$ cat config.mk
export PLATFORM = sky130hd
export DESIGN_NAME = digdug_cusio06
export DESIGN_NICKNAME = d
export VERILOG_FILES = /design/src/rtl/digdug_cusio06.sv
export SDC_FILE = /design/constraint.sdc
export NUM_CORES = 1
export LEC_CHECK = 0
export CAP_MARGIN = 20
export CORE_MARGIN = 5
export CORE_UTILIZATION = 35
export CTS_CLUSTER_DIAMETER = 100
export DETAILED_ROUTE_END_ITERATION = 16
export SYNTH_ARGS = -nofsm -noshare
export SYNTH_HDL_FRONTEND = slang
export SYNTH_SLANG_ARGS = --single-unit
$ cat constraint.sdc
create_clock -name clkdiv -period 7.2 [get_ports clkdiv]
set_input_delay 1.08 -clock clkdiv [delete_from_list [all_inputs] [get_ports clkdiv]]
set_output_delay 1.08 -clock clkdiv [all_outputs]
set_load 0.01 [all_outputs]
$ cat src/rtl/digdug_cusio06.sv
// digdug_cusio06 -- Namco 06xx-style I/O sequencer for DigDug.
//
// Holds the 06xx control register, paces main-CPU I/O with a periodic NMI,
// and answers on the data port as a reduced 51xx (coin/credit/switches) or
// 53xx (DIP switches).
//
// Build option: define DIGDUG_FREEPLAY_EN for free play. Credit-mode byte 0
// then reads 8'h99, and no coin/credit arithmetic is generated.
//
// Ports:
//   RESET      async active-high reset
//   clkdiv     block clock, all state on the rising edge
//   VBLK       vertical blank level; coin/start sampled on its rising edge
//   INP0       active-low: [0] coin1, [2] start1, [3] start2
//   INP1       active-low joystick/buttons
//   DSW0/DSW1  DIP banks
//   CS/WR/RD   chip select and single-cycle strobes
//   AD         {A8, A3:0}; AD[4]=1 control register, AD[4]=0 data port
//   DI         CPU write data
//   DO         read data, combinational from current state
//   NMI        NMI request level to the main CPU
module digdug_cusio06 #(
    parameter int NMI_UNIT   = 64,
    parameter int CREDIT_MAX = 99
) (
    input  logic       RESET,
    input  logic       clkdiv,
    input  logic       VBLK,
    input  logic [7:0] INP0,
    input  logic [7:0] INP1,
    input  logic [7:0] DSW0,
    input  logic [7:0] DSW1,
    input  logic       CS,
    input  logic       WR,
    input  logic       RD,
    input  logic [4:0] AD,
    input  logic [7:0] DI,
    output logic [7:0] DO,
    output logic       NMI
);

    // Longest period is P=7.
    localparam int CNT_W = $clog2(7 * NMI_UNIT + 1);

    typedef enum logic [2:0] {
        CMD_IDLE,
        CMD_PARAM0,
        CMD_PARAM1,
        CMD_PARAM2,
        CMD_PARAM3
    } cmd_state_t;

    logic [7:0]       ctrl;
    logic [CNT_W-1:0] nmi_cnt;
    logic [CNT_W-1:0] cnt_last;
    logic [2:0]       period;
    logic             timer_run;
    logic             terminal;
    logic             ctrl_wr;
    logic             data_acc;
    logic             cmd_wr;
    logic             param0_wr;
    logic             param1_wr;
    logic             credit_mode;
    logic [7:0]       credit_byte;
    cmd_state_t       cmd_state;

    assign ctrl_wr   = CS & WR & AD[4];
    assign data_acc  = CS & (WR | RD) & ~AD[4];
    assign cmd_wr    = CS & WR & ~AD[4] & ctrl[0] & ~ctrl[4];
    assign period    = ctrl[7:5];
    assign timer_run = (ctrl != 8'h10) && (period != 3'd0);
    assign cnt_last  = CNT_W'(int'(period) * NMI_UNIT - 1);
    assign terminal  = timer_run && (nmi_cnt == cnt_last);
    assign param0_wr = cmd_wr && (cmd_state == CMD_PARAM0);
    assign param1_wr = cmd_wr && (cmd_state == CMD_PARAM1);

    // Control register and NMI timer. Priority: control write, then the
    // terminal-count wrap, then the data-port access that acknowledges NMI.
    always_ff @(posedge clkdiv or posedge RESET) begin
        if (RESET) begin
            ctrl    <= 8'h10;
            nmi_cnt <= '0;
            NMI     <= 1'b0;
        end else if (ctrl_wr) begin
            ctrl    <= DI;
            nmi_cnt <= '0;
            NMI     <= 1'b0;
        end else if (!timer_run) begin
            nmi_cnt <= '0;
            NMI     <= 1'b0;
        end else if (terminal) begin
            nmi_cnt <= '0;
            NMI     <= 1'b1;
        end else begin
            nmi_cnt <= nmi_cnt + CNT_W'(1);
            if (data_acc)
                NMI <= 1'b0;
        end
    end

    // 51xx write command sequencer; a control write abandons a parameter run.
    always_ff @(posedge clkdiv or posedge RESET) begin
        if (RESET) begin
            cmd_state   <= CMD_IDLE;
            credit_mode <= 1'b0;
        end else if (ctrl_wr) begin
            cmd_state <= CMD_IDLE;
        end else if (cmd_wr) begin
            case (cmd_state)
                CMD_IDLE: begin
                    case (DI)
                        8'h01:   cmd_state   <= CMD_PARAM0;
                        8'h02:   credit_mode <= 1'b1;
                        8'h03:   credit_mode <= 1'b0;
                        default: ;
                    endcase
                end
                CMD_PARAM0: cmd_state <= CMD_PARAM1;
                CMD_PARAM1: cmd_state <= CMD_PARAM2;
                CMD_PARAM2: cmd_state <= CMD_PARAM3;
                default:    cmd_state <= CMD_IDLE;
            endcase
        end
    end

`ifdef DIGDUG_FREEPLAY_EN
    assign credit_byte = 8'h99;
`else
    localparam logic [7:0] CMAX8 = 8'(CREDIT_MAX);

    function automatic logic [6:0] bcd_to_bin(input logic [7:0] b);
        return 7'({3'd0, b[7:4]} * 7'd10 + {3'd0, b[3:0]});
    endfunction

    function automatic logic [7:0] bin_to_bcd(input logic [6:0] v);
        return {4'(v / 7'd10), 4'(v % 7'd10)};
    endfunction

    function automatic logic [6:0] sat_add(input logic [6:0] v, input logic [3:0] n);
        logic [7:0] s;
        s = {1'b0, v} + {4'd0, n};
        return (s > CMAX8) ? CMAX8[6:0] : s[6:0];
    endfunction

    logic [3:0] coins_per_credit;
    logic [3:0] credits_per_coin;
    logic [3:0] coin_acc;
    logic [3:0] acc_next;
    logic [4:0] acc_inc;
    logic [7:0] credits;
    logic [6:0] cred_bin;
    logic       vblk_prev;
    logic [2:0] sw_prev;    // {start2, start1, coin1} at the previous VBLK rise
    logic       vblk_rise;
    logic       coin_fall;
    logic       start1_fall;
    logic       start2_fall;

    assign vblk_rise   = VBLK & ~vblk_prev;
    assign coin_fall   = sw_prev[0] & ~INP0[0];
    assign start1_fall = sw_prev[1] & ~INP0[2];
    assign start2_fall = sw_prev[2] & ~INP0[3];

    // Coin is applied first; starts then see the updated count.
    always_comb begin
        acc_inc  = {1'b0, coin_acc} + {4'd0, coin_fall};
        acc_next = acc_inc[3:0];
        cred_bin = bcd_to_bin(credits);
        if (acc_inc >= {1'b0, coins_per_credit}) begin
            acc_next = 4'd0;
            cred_bin = sat_add(cred_bin, credits_per_coin);
        end
        if (start2_fall) begin
            if (cred_bin >= 7'd2)
                cred_bin = cred_bin - 7'd2;
        end else if (start1_fall && (cred_bin >= 7'd1)) begin
            cred_bin = cred_bin - 7'd1;
        end
    end

    always_ff @(posedge clkdiv or posedge RESET) begin
        if (RESET) begin
            coins_per_credit <= 4'd1;
            credits_per_coin <= 4'd1;
            coin_acc         <= 4'd0;
            credits          <= 8'h00;
            vblk_prev        <= 1'b0;
            sw_prev          <= 3'b111;
        end else begin
            vblk_prev <= VBLK;
            if (param0_wr)
                coins_per_credit <= (DI[3:0] == 4'd0) ? 4'd1 : DI[3:0];
            if (param1_wr)
                credits_per_coin <= DI[3:0];
            if (vblk_rise) begin
                sw_prev <= {INP0[3], INP0[2], INP0[0]};
                if (credit_mode) begin
                    coin_acc <= acc_next;
                    credits  <= bin_to_bcd(cred_bin);
                end
            end
        end
    end

    assign credit_byte = credits;
`endif

    // Read mux; write-mode and unmapped bytes float high.
    always_comb begin
        DO = 8'hFF;
        if (AD[4]) begin
            DO = ctrl;
        end else if (ctrl[4]) begin
            if (ctrl[0]) begin
                case (AD[3:0])
                    4'd0:    DO = credit_mode ? credit_byte : INP0;
                    4'd1:    DO = INP1;
                    default: DO = 8'hFF;
                endcase
            end else if (ctrl[1]) begin
                case (AD[3:0])
                    4'd0:    DO = DSW0;
                    4'd1:    DO = DSW1;
                    default: DO = 8'hFF;
                endcase
            end
        end
    end

endmodule

==> results of run 1 <==
[critical path, delay by kind of cell (launching register included)]
kind | cells | cell delay [ps]
adders and majority gates | 7 | 1880
buffers and inverters | 5 | 250
AOI/OAI and AO/OA | 20 | 3400
muxes | 1 | 110
and+or+nand+nor | 4 | 980
DFF | 1 | 410
xor gates and xnor gates | 1 | 130
[flip-flops by register name (all words and copies together), names as in the netlist, 3 cells and up]
register,count
ctrl,8
coins_per_credit,4
credit_byte,8
nmi_cnt,9
sw_prev,3
coin_acc,4
credits_per_coin,4
cmd_state,3
[metrics by stage]
| stage | util | cell area, um^2 |
|---|---|---|
| 2_1_floorplan | - | 4498 |
| 3_3_place_gp | 0.4620 | 5807 |
| 3_5_place_dp | 0.4620 | 5807 |
| 4_1_cts | 0.4874 | 6126 |
| 5_1_grt | 0.5043 | 6339 |
| 6_report | 0.5043 | 6339 |
[cell usage in the layout, fill, tap and decap left out, types with 7 or more instances in the layout]
| cell type | instances |
|---|---|
| a21o_1 | 8 |
| a21oi_1 | 17 |
| a31oi_1 | 9 |
| and3_1 | 8 |
| buf_4 | 84 |
| clkdlybuf4s50_1 | 58 |
| dfrtp_1 | 40 |
| ha_1 | 14 |
| ha_4 | 7 |
| inv_1 | 27 |
| inv_2 | 10 |
| mux2_2 | 21 |
| mux2i_1 | 14 |
| nand2_1 | 43 |
| nand3_1 | 17 |
| nor2_1 | 33 |
| nor3_1 | 11 |
| o21a_1 | 9 |
| o21ai_0 | 24 |
| xnor2_1 | 8 |
| xor2_1 | 7 |
[timing repair]
| action | in CTS | in global routing |
|---|---|---|
| setup endpoints to repair | 3 | 4 |
| setup buffers | 7 | 9 |
| gates resized for setup | 16 | 29 |
| hold buffers | 0 | 0 |
| pin swaps | 17 | 38 |
| hold endpoints to repair | 0 | 0 |
[area by class of cell]
cell class / count / share of cell area
clock buffers: 7 / 0.02250
multi-input cells: 401 / 0.5345
clock inverters: 1 / 0.001382
flip-flops and latches: 46 / 0.1828
repair buffers: 147 / 0.2029
inverters: 37 / 0.02191
well taps: 172 / 0.03395
[cells by family (layout without fill, tap and decap cells)]
family,count (synthesis),in the layout,synth area share
XOR/XNOR,22,22,0.04829
AO/OA/AOI/OAI,149,149,0.2667
multiplexers,38,38,0.09966
flip-flops,46,46,0.2600
buffers and inverters,51,192,0.04408
AND/OR/NAND/NOR,162,162,0.1920
adder cells (fa/ha/maj),30,30,0.08928
[how the worst max path moves through the flow]
stage                              start        endpoint  slack [ps]  cells after the start
after floorplan                  INP0[0]  credit_byte[1]          50                     34
after global placement           INP0[0]  credit_byte[1]        -150                     36
after detailed placement         INP0[0]  credit_byte[1]        -400                     36
after CTS                        INP0[0]  credit_byte[1]         0.4                     36
after global routing      credit_byte[4]  credit_byte[1]        -390                     38
final                     credit_byte[4]  credit_byte[1]         -30                     38
[metal layers]
| metal | up-vias | share of wire | track usage |
|---|---|---|---|
| met1 | 2082 | 0.44 | 0.2174 |
| li1 | 2123 | - | - |
| met4 | 0 | 0.021 | 0.05598 |
| met5 | - | 0 | 0 |
| met2 | 116 | 0.49 | 0.3034 |
| met3 | 24 | 0.052 | 0.02166 |
[power groups by stage]
stage / Clock [mW] / Sequential [mW] / Combinational (mW)
after floorplan: 0 / 0.303 / 0.244
after global placement: 0 / 0.313 / 0.391
after detailed placement: 0 / 0.315 / 0.398
after CTS: 0.246 / 0.310 / 0.425
after global routing: 0.254 / 0.313 / 0.523
final: 0.239 / 0.310 / 0.480
==> flow_results.xml, run 1 <==
<?xml version="1.0" encoding="UTF-8"?>
<metrics>
  <group name="finish">
    <metric name="number_of_diodes_added_for_antenna_fixing" unit="">0</metric>
    <metric name="syn_to_final_growth" unit="%">42.22</metric>
    <metric name="nets" unit="">719</metric>
    <metric name="layout.area.seq" unit="um^2">1159</metric>
    <metric name="post_route_cells_drive_above_1_share" unit="">0.3286</metric>
    <metric name="n_fill_cell" unit="">1145</metric>
    <metric name="area_occupied_by_multi_input_gates" unit="um^2">3388</metric>
    <metric name="post_layout_cell_count" unit="">811</metric>
  </group>
  <group name="critical_path">
    <metric name="worst_setup_path_end_kind" unit="">flop</metric>
    <metric name="critical_path_required" unit="ps">7410</metric>
    <metric name="timing.critical_path.fanout_max" unit="">6</metric>
    <metric name="ff2ff_setup_slack" unit="ps">-30</metric>
    <metric name="reg_to_reg_startpoint" unit="">credit_byte[4]</metric>
    <metric name="largest_incremental_delay_on_the_critical_path" unit="ps">610</metric>
    <metric name="critical-path-top-cell-by-count" unit="">inv_2</metric>
    <metric name="data_arrival_time_at_the_worst_slack_endpoint" unit="ps">7450</metric>
    <metric name="cpMaxStageDelayCell" unit="">fa_2</metric>
    <metric name="crit_path_start_kind" unit="">flop</metric>
    <metric name="regToRegEndpoint" unit="">credit_byte[1]</metric>
    <metric name="worstSetupPathType" unit="">flop to flop</metric>
    <metric name="worstRegToRegCells" unit="">38</metric>
  </group>
  <group name="global_route">
    <metric name="grt_pass1_wl" unit="um">20890</metric>
    <metric name="grt_max_degree" unit="">47</metric>
    <metric name="grt_use_total" unit="">0.1722</metric>
    <metric name="grt_antenna_before_repair" unit="">0</metric>
    <metric name="number_of_global_route_vias_before_repair" unit="">4367</metric>
    <metric name="overflow" unit="">0</metric>
  </group>
  <group name="floorplanning">
    <metric name="die_width" unit="um">122.8</metric>
    <metric name="initial_utilization" unit="">0.3546</metric>
    <metric name="die_height" unit="um">122.8</metric>
    <metric name="die_outline_area" unit="um^2">15090</metric>
    <metric name="core.rowCount" unit="">41</metric>
    <metric name="placeable_core_area" unit="um^2">12570</metric>
    <metric name="floorplan.io_pins" unit="">60</metric>
  </group>
  <group name="min_path">
    <metric name="worstHoldPathType" unit="">flop to flop</metric>
    <metric name="holdCritStartpoint" unit="">coins_per_credit[0]</metric>
    <metric name="holdPathEnd" unit="">coins_per_credit[0]</metric>
    <metric name="timing.hold.worst_path_depth" unit="">2</metric>
  </group>
  <group name="synth">
    <metric name="ys_async_sr_fraction" unit="">1.000</metric>
    <metric name="number_of_distinct_library_cell_variants_in_the_gate_level_netlist_after_synthesis" unit="">91</metric>
    <metric name="synth_fp_nets" unit="">579</metric>
    <metric name="yosys.area.top_type_share" unit="">0.2246</metric>
    <metric name="ys.flop_type" unit="">dfrtp_1</metric>
    <metric name="syn_area" unit="um^2">4457</metric>
    <metric name="syn-instance-count" unit="">498</metric>
    <metric name="synthTopCellsByArea" unit="">dfrtp_1 (22%), ha_1 (7.6%), mux2_2 (5.3%)</metric>
    <metric name="synth_edf_count" unit="">0</metric>
    <metric name="synth.yosys.warnings" unit="">0</metric>
    <metric name="netlist_top_cells_count" unit="">nand2_1 (44), dfrtp_1 (40), inv_1 (35)</metric>
    <metric name="synth_largest_area_cell" unit="">dfrtp_1</metric>
    <metric name="ys_ff_latch" unit="">46</metric>
    <metric name="post-synth-top-count-cell" unit="">nand2_1</metric>
    <metric name="seq_area_frac_synth" unit="">0.2600</metric>
    <metric name="post_synth.cell_area_avg" unit="um^2">8.949</metric>
  </group>
  <group name="timing">
    <metric name="worst_slew_pin_slew" unit="ps">703.0</metric>
    <metric name="max-slew-margin-rel" unit="">0.5299</metric>
    <metric name="rsz0062_at_grt" unit="">yes</metric>
    <metric name="finalClockSkew" unit="ps">7.161</metric>
    <metric name="final.period_utilization" unit="">1.005</metric>
    <metric name="finalSetupViolCount" unit="">1</metric>
    <metric name="final_count_of_hold_timing_violations" unit="">0</metric>
    <metric name="clock.fmax" unit="GHz">0.1383</metric>
    <metric name="final_critical_path_setup_slack" unit="ps">-32.41</metric>
    <metric name="post-route-min-period" unit="ps">7232</metric>
    <metric name="maxSlewViolCount" unit="">0</metric>
    <metric name="setup_tns" unit="ps">-32.41</metric>
    <metric name="finalHoldWorstSlack" unit="ps">484.3</metric>
  </group>
  <group name="clocking">
    <metric name="clock-root-buffer" unit="">clkbuf_16</metric>
    <metric name="clk_transition_reported_paths" unit="ps">70</metric>
    <metric name="tritoncts_num_sinks" unit="">46</metric>
    <metric name="h-tree-depth" unit="">2</metric>
    <metric name="clock_path_buffers" unit="">2</metric>
    <metric name="cts_tree" unit="">yes</metric>
    <metric name="clk_latency" unit="ps">290</metric>
    <metric name="numCtsBuffers" unit="">5</metric>
  </group>
  <group name="power_and_ir_drop">
    <metric name="switching_share" unit="">0.3381</metric>
    <metric name="power.share.clock" unit="">0.233</metric>
    <metric name="vdd_drop_max" unit="mV">0.08513</metric>
    <metric name="power.leakage" unit="nW">2.788</metric>
    <metric name="combPwrFrac" unit="">0.466</metric>
    <metric name="total_switching_power" unit="uW">347.8</metric>
    <metric name="power-per-cell-area" unit="nW/um^2">162.3</metric>
    <metric name="internal-power" unit="uW">680.9</metric>
    <metric name="power.sequential.fraction" unit="">0.301</metric>
    <metric name="power" unit="mW">1.029</metric>
  </group>
  <group name="routing">
    <metric name="drt_pre_antenna_iters" unit="">4</metric>
    <metric name="via_per_inst" unit="">5.358</metric>
    <metric name="drt_drc_violations_left" unit="">0</metric>
    <metric name="wl_per_cell" unit="um">16.26</metric>
    <metric name="dr.first_iter.drc_count" unit="">250</metric>
    <metric name="detail_route.wirelength" unit="um">13180</metric>
    <metric name="detail-route-antenna-nets" unit="">0</metric>
    <metric name="detailed_route_via_count" unit="">4345</metric>
  </group>
  <group name="flow_run">
    <metric name="cap_viol_max_count" unit="">0</metric>
  </group>
  <group name="placement">
    <metric name="post-place-cells" unit="">788</metric>
    <metric name="dp.final_hpwl" unit="um">10440</metric>
    <metric name="routabilityCongestion" unit="">0.8689</metric>
    <metric name="place.port_buffers" unit="">59</metric>
    <metric name="dpl_worst_slack" unit="ps">-397.0</metric>
  </group>
  <group name="outcome">
    <metric name="outcome" unit="">finished with violations</metric>
    <metric name="violations" unit="">negative setup slack</metric>
  </group>
</metrics>
No activity file was read; power rests on OpenSTA's default activity.
==> run 2: changes to the inputs <==
Clock period 7.2 ns to 6.5 ns, I/O delays scaled along.
==> flow_results.xml, run 2 (same netlist as run 1, synthesis figures left out) <==
<?xml version="1.0" encoding="UTF-8"?>
<metrics>
  <group name="outcome">
    <metric name="outcome" unit="">finished with violations</metric>
    <metric name="violations" unit="">negative setup slack</metric>
  </group>
  <group name="clocking">
    <metric name="cts_tree" unit="">yes</metric>
    <metric name="tritoncts_num_sinks" unit="">46</metric>
    <metric name="clk_latency" unit="ps">290</metric>
    <metric name="numCtsBuffers" unit="">5</metric>
    <metric name="clock_path_buffers" unit="">2</metric>
    <metric name="clk_transition_reported_paths" unit="ps">60</metric>
    <metric name="clock-root-buffer" unit="">clkbuf_16</metric>
    <metric name="h-tree-depth" unit="">2</metric>
  </group>
  <group name="timing">
    <metric name="rsz0062_at_grt" unit="">yes</metric>
    <metric name="worst_slew_pin_slew" unit="ps">845.0</metric>
    <metric name="post-route-min-period" unit="ps">6993</metric>
    <metric name="final_critical_path_setup_slack" unit="ps">-493.4</metric>
    <metric name="finalSetupViolCount" unit="">4</metric>
    <metric name="clock.fmax" unit="GHz">0.1430</metric>
    <metric name="maxSlewViolCount" unit="">0</metric>
    <metric name="finalClockSkew" unit="ps">3.466</metric>
    <metric name="final_count_of_hold_timing_violations" unit="">0</metric>
    <metric name="final.period_utilization" unit="">1.076</metric>
    <metric name="max-slew-margin-rel" unit="">0.4355</metric>
  </group>
  <group name="min_path">
    <metric name="worstHoldPathType" unit="">flop to flop</metric>
    <metric name="holdCritStartpoint" unit="">nmi_cnt[0]</metric>
  </group>
  <group name="routing">
    <metric name="detail_route.wirelength" unit="um">14140</metric>
    <metric name="drt_drc_violations_left" unit="">0</metric>
    <metric name="detailed_route_via_count" unit="">4553</metric>
    <metric name="via_per_inst" unit="">5.233</metric>
    <metric name="drt_pre_antenna_iters" unit="">4</metric>
    <metric name="dr.first_iter.drc_count" unit="">226</metric>
    <metric name="wl_per_cell" unit="um">16.26</metric>
    <metric name="detail-route-antenna-nets" unit="">0</metric>
  </group>
  <group name="global_route">
    <metric name="global_route_met3_usage" unit="">0.02535</metric>
    <metric name="number_of_global_route_vias_before_repair" unit="">4627</metric>
    <metric name="grt_pass1_wl" unit="um">22790</metric>
    <metric name="grt_use_total" unit="">0.1887</metric>
    <metric name="grtUsageMet2" unit="">0.3413</metric>
    <metric name="grt_max_degree" unit="">47</metric>
    <metric name="grt_antenna_before_repair" unit="">0</metric>
    <metric name="global_route.usage.met1" unit="">0.2326</metric>
    <metric name="overflow" unit="">0</metric>
    <metric name="globalRoute.busiestLayer" unit="">met2</metric>
  </group>
  <group name="power_and_ir_drop">
    <metric name="power.leakage" unit="nW">3.069</metric>
    <metric name="power-per-cell-area" unit="nW/um^2">177.0</metric>
    <metric name="vdd_drop_max" unit="mV">0.08777</metric>
    <metric name="power" unit="mW">1.220</metric>
  </group>
  <group name="flow_run">
    <metric name="cap_viol_max_count" unit="">0</metric>
  </group>
  <group name="critical_path">
    <metric name="critical_path_buf_inv_count" unit="">10</metric>
    <metric name="worst_setup_path_end_kind" unit="">flop</metric>
    <metric name="cp_top_family" unit="">compound AO/OA/AOI/OAI gates</metric>
    <metric name="crit_path_start_kind" unit="">flop</metric>
    <metric name="critical_path_required" unit="ps">6690</metric>
    <metric name="largest_incremental_delay_on_the_critical_path" unit="ps">550</metric>
    <metric name="data_arrival_time_at_the_worst_slack_endpoint" unit="ps">7190</metric>
    <metric name="timing.critical_path.fanout_max" unit="">5</metric>
    <metric name="reg_to_reg_startpoint" unit="">credit_byte[4]</metric>
    <metric name="cpMaxStageDelayCell" unit="">fa_2</metric>
    <metric name="critical-path-top-cell-by-count" unit="">inv_2</metric>
    <metric name="worstSetupPathType" unit="">flop to flop</metric>
    <metric name="startpoint" unit="">credit_byte[4]</metric>
  </group>
  <group name="floorplanning">
    <metric name="die_width" unit="um">122.8</metric>
    <metric name="floorplan.io_pins" unit="">60</metric>
    <metric name="die_outline_area" unit="um^2">15090</metric>
    <metric name="die_height" unit="um">122.8</metric>
    <metric name="placeable_core_area" unit="um^2">12570</metric>
    <metric name="initial_utilization" unit="">0.3546</metric>
    <metric name="core.rowCount" unit="">41</metric>
  </group>
  <group name="finish">
    <metric name="final_core_util" unit="">0.5484</metric>
    <metric name="flip_flop_count_of_the_largest_register_after_layout" unit="">9</metric>
    <metric name="post_route_cells_drive_above_1_share" unit="">0.4054</metric>
    <metric name="leading_cell_type_in_the_layout_fill_and_taps_excluded" unit="">buf_4</metric>
    <metric name="syn_to_final_growth" unit="%">54.66</metric>
    <metric name="number_of_diodes_added_for_antenna_fixing" unit="">0</metric>
    <metric name="most-common-layout-cells" unit="">buf_4 (143), clkdlybuf4s50_1 (58), nand2_1 (44)</metric>
    <metric name="regMostFlops" unit="">nmi_cnt</metric>
    <metric name="nets" unit="">778</metric>
  </group>
  <group name="placement">
    <metric name="place.port_buffers" unit="">59</metric>
    <metric name="dp.final_hpwl" unit="um">11340</metric>
    <metric name="routabilityCongestion" unit="">0.9059</metric>
  </group>
</metrics>
run 2: cell types whose count changed in the layout (fill, tap and decap cells not counted), sizes merged:
cell and change:
buf +59, bufinv +1, clkbuf -2, clkinv +1, dlygate4sd2 +1, dlymetal6s2s -1
run 2: routing by layer:
| metal | share of wire | wire [um] |
|---|---|---|
| met5 | 0 | 0 |
| met4 | 0.021 | 293 |
| met3 | 0.053 | 754 |
| met2 | 0.50 | 7066 |
| met1 | 0.43 | 6028 |
run 2: worst register-to-register path, delay by kind of cell, from the launching register on:
family	cells	cell delay [ps]
fa+ha+maj	7	1640
mux	1	130
flops	1	440
buf+inv	10	880
compound gates	16	2750
simple gates	5	920
xor+xnor	1	130
run 2: per-stage QoR:
step | setup TNS [ps] | instances | worst slack (ps) | instance area, um^2 | hold WS [ps]
finish | -1755 | 870 | -493.4 | 6893 | 489.3
global route | -3483 | 870 | -931.5 | 6893 | 517.0
CTS | -1653 | 864 | -508.0 | 6817 | 491.6
detailed placement | -3498 | 837 | -976.9 | 6325 | 482.6
global placement | -2350 | 837 | -687.8 | 6325 | 471.0
floorplan | -940.2 | 498 | -462.9 | 4661 | 447.3
run 2: path summary, 6_finish.rpt:
kind | depth (start not counted) | to | slack [ps]
setup / recovery | 40 | credit_byte[2] | -490
hold / removal | 1 | nmi_cnt[0] | 490
setup reg to reg | 40 | credit_byte[2] | -490
hold reg to reg | 1 | nmi_cnt[0] | 490
max in group asynchronous | 3 | sw_prev[1] | 5140
min in group asynchronous | 2 | nmi_cnt[8] | 860
run 2: cell type report:
class,count,area (um^2)
multi-input combinational,401,3493
timing repair buffer,206,1717
inverter,37,138.9
sequential,46,1160
clock inverter,3,43.79
fill,1153,5675
clock buffer,5,125.1
tap,172,215.2
run 2: timing repair:
item                                    CTS  global route
resized for setup                        31             7
hold endpoints to repair                  0             0
pin swaps                                36             6
hold buffers                              0             0
endpoints found under the setup margin    4             5
cloned                                    0             0
buffers inserted                         20             5
run 2: power by group:
| group | total [mW] | internal (mW) | switching (mW) |
|---|---|---|---|
| clock network | 0.297 | 0.182 | 0.115 |
| logic | 0.580 | 0.322 | 0.258 |
| registers | 0.343 | 0.315 | 0.0286 |
| total | 1.22 | 0.819 | 0.402 |
